File: src/rtl/sht40_sequencer.sv
// sht40_sequencer: drives i2c_master through an SHT40 measure/read cycle, CRC-checks both words and publishes the raw results
module sht40_sequencer #(
  parameter logic [7:0]  CMD_MEASURE      = 8'hFD,
  parameter logic [19:0] MEAS_WAIT_CYCLES = 20'd9000,
  parameter logic [19:0] TIMEOUT_CYCLES   = 20'd65535,
  parameter logic [23:0] AUTO_PERIOD      = 24'd0
) (
  input  logic        clk,
  input  logic        rst,
  input  logic        start,
  output logic        busy,
  output logic [15:0] temp_raw,
  output logic [15:0] rh_raw,
  output logic        data_valid,
  output logic        crc_fail,
  output logic        timeout_err,
  output logic        Processor_Ready,
  output logic [7:0]  Command_Data_Frames,
  output logic        i2c_writes,
  output logic [3:0]  SHT_Reads,
  output logic        CRC_Error,
  input  logic        Frames_Read,
  input  logic [7:0]  Data_Received,
  input  logic        Byte_Strobe
);
  typedef enum logic [2:0] {IDLE, CMD, WAIT, READ, CHECK} state_t;
  state_t      state;
  logic [19:0] cnt;
  logic [23:0] acnt;
  logic [7:0]  rx [0:5];
  logic [2:0]  k;
  logic        chk1;
  logic        word1_ok, word2_ok, auto_hit, to_hit;
  function automatic logic [7:0] crc8(input logic [7:0] a, input logic [7:0] b);
    logic [15:0] d;
    logic [7:0]  c;
    d = {a, b};
    c = 8'hFF;
    for (int i = 15; i >= 0; i--)
      c = (c[7] ^ d[i]) ? ({c[6:0], 1'b0} ^ 8'h31) : {c[6:0], 1'b0};
    return c;
  endfunction
  assign word1_ok = crc8(rx[0], rx[1]) == rx[2];
  assign word2_ok = crc8(rx[3], rx[4]) == rx[5];
  assign auto_hit = (AUTO_PERIOD != 24'd0) && (acnt == AUTO_PERIOD - 24'd1);
  assign to_hit   = cnt == TIMEOUT_CYCLES - 20'd1;
  assign Command_Data_Frames = CMD_MEASURE;
  assign i2c_writes = 1'b0;
  assign SHT_Reads  = 4'd5;
  // transaction sequencer; cnt is the wait counter in WAIT and the timeout counter in CMD/READ
  always_ff @(posedge clk or posedge rst) begin
    if (rst) begin
      state           <= IDLE;
      busy            <= 1'b0;
      temp_raw        <= '0;
      rh_raw          <= '0;
      data_valid      <= 1'b0;
      crc_fail        <= 1'b0;
      timeout_err     <= 1'b0;
      Processor_Ready <= 1'b0;
      CRC_Error       <= 1'b0;
      cnt             <= '0;
      acnt            <= '0;
      rx              <= '{default: '0};
      k               <= '0;
      chk1            <= 1'b0;
    end else begin
      data_valid  <= 1'b0;
      crc_fail    <= 1'b0;
      timeout_err <= 1'b0;
      CRC_Error   <= 1'b0;
      case (state)
        IDLE: begin
          acnt <= acnt + 24'd1;
          if (start || auto_hit) begin
            state           <= CMD;
            busy            <= 1'b1;
            Processor_Ready <= 1'b1;
            cnt             <= '0;
            acnt            <= '0;
          end
        end
        CMD: begin
          if (Frames_Read) begin
            state           <= WAIT;
            Processor_Ready <= 1'b0;
            cnt             <= '0;
          end else if (to_hit) begin
            state           <= IDLE;
            busy            <= 1'b0;
            Processor_Ready <= 1'b0;
            timeout_err     <= 1'b1;
          end else cnt <= cnt + 20'd1;
        end
        WAIT: begin
          if (cnt == MEAS_WAIT_CYCLES - 20'd1) begin
            state           <= READ;
            Processor_Ready <= 1'b1;
            cnt             <= '0;
            k               <= '0;
            chk1            <= 1'b0;
          end else cnt <= cnt + 20'd1;
        end
        READ: begin
          chk1 <= 1'b0;
          if (chk1 && !word1_ok) begin
            state           <= IDLE;
            busy            <= 1'b0;
            Processor_Ready <= 1'b0;
            CRC_Error       <= 1'b1;
            crc_fail        <= 1'b1;
          end else if (Byte_Strobe) begin
            rx[k]           <= Data_Received;
            k               <= k + 3'd1;
            cnt             <= '0;
            Processor_Ready <= 1'b0;
            chk1            <= k == 3'd2;
            if (k == 3'd5) state <= CHECK;
          end else if (to_hit) begin
            state           <= IDLE;
            busy            <= 1'b0;
            Processor_Ready <= 1'b0;
            timeout_err     <= 1'b1;
          end else cnt <= cnt + 20'd1;
        end
        CHECK: begin
          state <= IDLE;
          busy  <= 1'b0;
          if (word2_ok) begin
            temp_raw   <= {rx[0], rx[1]};
            rh_raw     <= {rx[3], rx[4]};
            data_valid <= 1'b1;
          end else crc_fail <= 1'b1;
        end
        default: state <= IDLE;
      endcase
    end
  end
endmodule
File: config.mk
export PLATFORM = sky130hd
export DESIGN_NAME = sht40_sequencer
export DESIGN_NICKNAME = d
export VERILOG_FILES = /design/src/rtl/sht40_sequencer.sv
export SDC_FILE = /design/constraint.sdc
export NUM_CORES = 1
export LEC_CHECK = 0
export ABC_AREA = 0
export BUFFER_PORTS_ARGS = -buffer_cell sky130_fd_sc_hd__buf_4
export CORE_ASPECT_RATIO = 1.2
export CORE_UTILIZATION = 55
export CTS_BUF_LIST = sky130_fd_sc_hd__clkbuf_4
export CTS_CLUSTER_SIZE = 10
export DETAILED_ROUTE_END_ITERATION = 7
export HOLD_SLACK_MARGIN = 0.08
export PLACE_DENSITY = 0.72
export SYNTH_ARGS = -nofsm -noshare
export SYNTH_HDL_FRONTEND = slang
export SYNTH_SLANG_ARGS = --single-unit
File: constraint.sdc
create_clock -name clk -period 5.48 [get_ports clk]
set_input_delay 0.548 -clock clk [delete_from_list [all_inputs] [get_ports clk]]
set_output_delay 0.548 -clock clk [all_outputs]
set_load 0.01 [all_outputs]
==> run_results.csv <==
group,metric,value,unit
die,die_h,118,um
placed_design,dp_hpwl,9.13,mm
worst_setup_path,worstPathArrival,4.18,ns
synthesis,ys_warn_count,0,
worst_setup_path,crit_top_cell,"xnor2_1",
cts,cts_tree,"yes",
worst_setup_path,cp-startpoint,"rx[42]",
die,die_x,98.6,um
global_routing,grt_pass1_wl,21.5,mm
detailed_routing,dr.pass1.iters,5,
detailed_routing,drt_wl_total,12.8,mm
worst_setup_path,crit_path_top_delay_cell,"o31ai_4",
die,initial_core_util,0.574,
global_routing,grt_usage,0.239,
worst_setup_path,cp_cell_sequence,"xnor2_1 > xnor3_1 > xnor2_2 > xnor2_1 > mux2i_1 > o31ai_4 > and4_1 > mux2_2",
layout,antennaDiodeCount,0,
synthesis,syn-cell-area,6150,um2
global_routing,antenna_found_initial,0,
synthesis,ys_types,57,
timing,fin_crit_sh,0.689,
detailed_routing,drc,0,
placed_design,place.gp.congestion,0.862,
cts,cts_buffers,17,
worst_setup_path,rr_worst_depth,8,
synthesis,netlist.area_leader.share,0.459,
cts,h-tree-depth,4,
cts,clk_pin_slew,0.10,ns
worst_setup_path,worstPathRequired,5.88,ns
power_and_ir_drop,leakagePower,3.28,nW
synthesis,synth_commonest_cells,"dfrtp_1 (113), mux2_2 (82), nand2_1 (34), xnor2_1 (34), o21ai_0 (28)",
layout,synthToLayoutAreaGrowth,12.6,%
synthesis,synth_area_leader_cell,"dfrtp_1",
power_and_ir_drop,ir_worst_vdd,0.388,mV
cts,clk_latency,0.51,ns
synthesis,ys_seq_area_frac,0.459,
timing,skew,0.0130,ns
detailed_routing,vias_per_cell,5.83,
timing,rsz0062_at_grt,"false",
timing,final.setup.tns,0,ns
synthesis,postSynthCellCount,533,
cts,cts_setup_buffers,0,
worst_setup_path,worst-path-stages,8,
detailed_routing,antenna_left,0,
outcome,outcome,"completed",
worst_setup_path,slowest_delay,0.76,ns
layout,drive_gt1_frac,0.310,
worst_setup_path,reg2reg_from,"rx[42]",
worst_setup_path,crit_family,"XOR/XNOR gates",
timing,slew_headroom,0.462,
synthesis,synth_most_common_cell,"dfrtp_1",
timing,tightest_slew,0.807,ns
cts,cts_hold_buffers,0,
die,io_pins,64,
die,core.rowCount,41,
timing,layout_min_cycle_time,3.78,ns
cts,root_buffer,"clkbuf_4",
global_routing,overflow,0,
synthesis,ys.flop_type,"dfrtp_1",
die,coreArea,10700,um2
synthesis,ys_ff_latch,113,
placed_design,place_worst_setup_slack,1.76,ns
die,die-area,11600,um2
detailed_routing,post_drt_wl_per_cell,17.7,um
cts,postCtsResizedCells,0,
worst_setup_path,endpoint_kind,"register",
worst_setup_path,worstSetupStartpointType,"register",
detailed_routing,vias,4231,
layout,fillers,900,
timing,setup_violations,0,
flow_run,cap_violations,0,
worst_setup_path,r2r_slack,1.70,ns
detailed_routing,drtIter0Drc,159,
layout,nNetsFinal,602,
power_and_ir_drop,finalPower,0.00450,W
cts,cts_buffer_depth,2,
synthesis,ys_async_sr_fraction,1.00,
hold_path,min_path_type,"in -> async",
worst_setup_path,crit_buf_inv,0,
timing,fmax,265,MHz
worst_setup_path,cp_max_fo,19,
timing,slew_viol_final,0,
power_and_ir_drop,cellPowerDensity,650,nW/um2
timing,whs,0.168,ns
synthesis,avgSynthCellArea,11.5,um2
global_routing,grt_pass1_vias,4310,
worst_setup_path,crit_type,"reg -> reg",
cts,cts.sinks,113,
synthesis,synth_edf_count,0,
placed_design,port_buffers,50,
timing,hold_viol_final,0,
timing,finalWorstSetupSlack,1.70,ns
global_routing,grt_start_max_net_pins,61,
synthesis,synth_area_leaders,"dfrtp_1 (46%), mux2_2 (15%), xnor2_1 (4.8%)",
## kinds of logic (layout without fill, tap and decap cells)
group,count (synthesis),in the layout,share of synthesized area
adder cells (fa/ha/maj),5,5,0.0102
XOR/XNOR,61,61,0.117
AO/OA/AOI/OAI,73,73,0.0827
multiplexers,92,92,0.166
AND/OR/NAND/NOR,145,145,0.127
buffers and inverters,42,95,0.0358
flip-flops,113,113,0.459
other,2,13,0.00122
## registers in the layout, indices dropped and copies added (netlist names)
register         cells
timeout_err          1
Processor_Ready      1
chk1                 1
busy                 1
temp_raw            16
crc_fail             1
data_valid           1
cnt                 20
rh_raw              16
rx                  48
CRC_Error            1
k                    3
state                3
## path summary, 6_finish.rpt
| check | end |
|---|---|
| setup / recovery | rx[44] |
| hold / removal | cnt[13] |
| setup reg to reg | rx[44] |
| hold reg to reg | rh_raw[2] |
| max in group asynchronous | rx[14] |
| min in group clk | rx[40] |
## stage by stage
stage                     cell area [um2]  std cells  utilization
after floorplan                      6200        544            -
after CTS                            6930        726        0.646
after global routing                 6930        726        0.646
after detailed placement             6590        694        0.615
final                                6930        726        0.646
after global placement               6590        694        0.615
## worst reg2reg max path: cells and delay by family (launching register included)
kind            cells  cell delay [ns]
xor+xnor            4             1.25
compound gates      1             0.76
mux                 2             0.57
simple gates        1             0.57
flops               1             0.51
## per-layer routing
metal / track usage / vias up / share of wire
met5: 0 / - / 0
li1: - / 1991 / -
met2: 0.411 / 98 / 0.52
met3: 0.0404 / 24 / 0.029
met4: 0.0942 / 0 / 0.019
met1: 0.298 / 2118 / 0.44
## power by group
group	total [W]	leakage, nW	internal (W)	switching, W
logic	0.00253	1.57	0.00129	0.00124
clock network	0.000729	0.180	0.000418	0.000310
registers	0.00124	1.53	0.00101	0.000236
## area by class of cell
| cell class | instances | area (um2) | share of cell area |
|---|---|---|---|
| clock buffer | 20 | 150 | 0.0217 |
| sequential | 113 | 2830 | 0.408 |
| clock inverter | 12 | 189 | 0.0273 |
| tap | 129 | 161 | 0.0233 |
| inverter | 8 | 32.5 | 0.00470 |
| multi-input combinational | 389 | 3150 | 0.455 |
| timing repair buffer | 55 | 413 | 0.0596 |
## cell usage in the layout, fill, tap and decap left out, types with 4 or more instances in the layout
master       n
a21oi_1      5
a2bb2oi_1    8
and2_1       4
and3_1       4
and4_1       4
buf_4       55
bufinv_16    5
clkbuf_4    20
clkinv_2     4
conb_1      13
dfrtp_1    113
ha_1         5
inv_1        7
mux2_2      82
mux2i_1     10
nand2_1     34
nand2b_1     5
nand3_1     16
nand4_1      6
nor2_1      24
nor2b_1      9
nor3_1      13
nor4_1       6
nor4b_1      4
o21ai_0     28
o31ai_1     13
or2_2        4
xnor2_1     34
xnor3_1      9
xor2_1      13
Note: power is estimated with default switching activity, not from simulation.
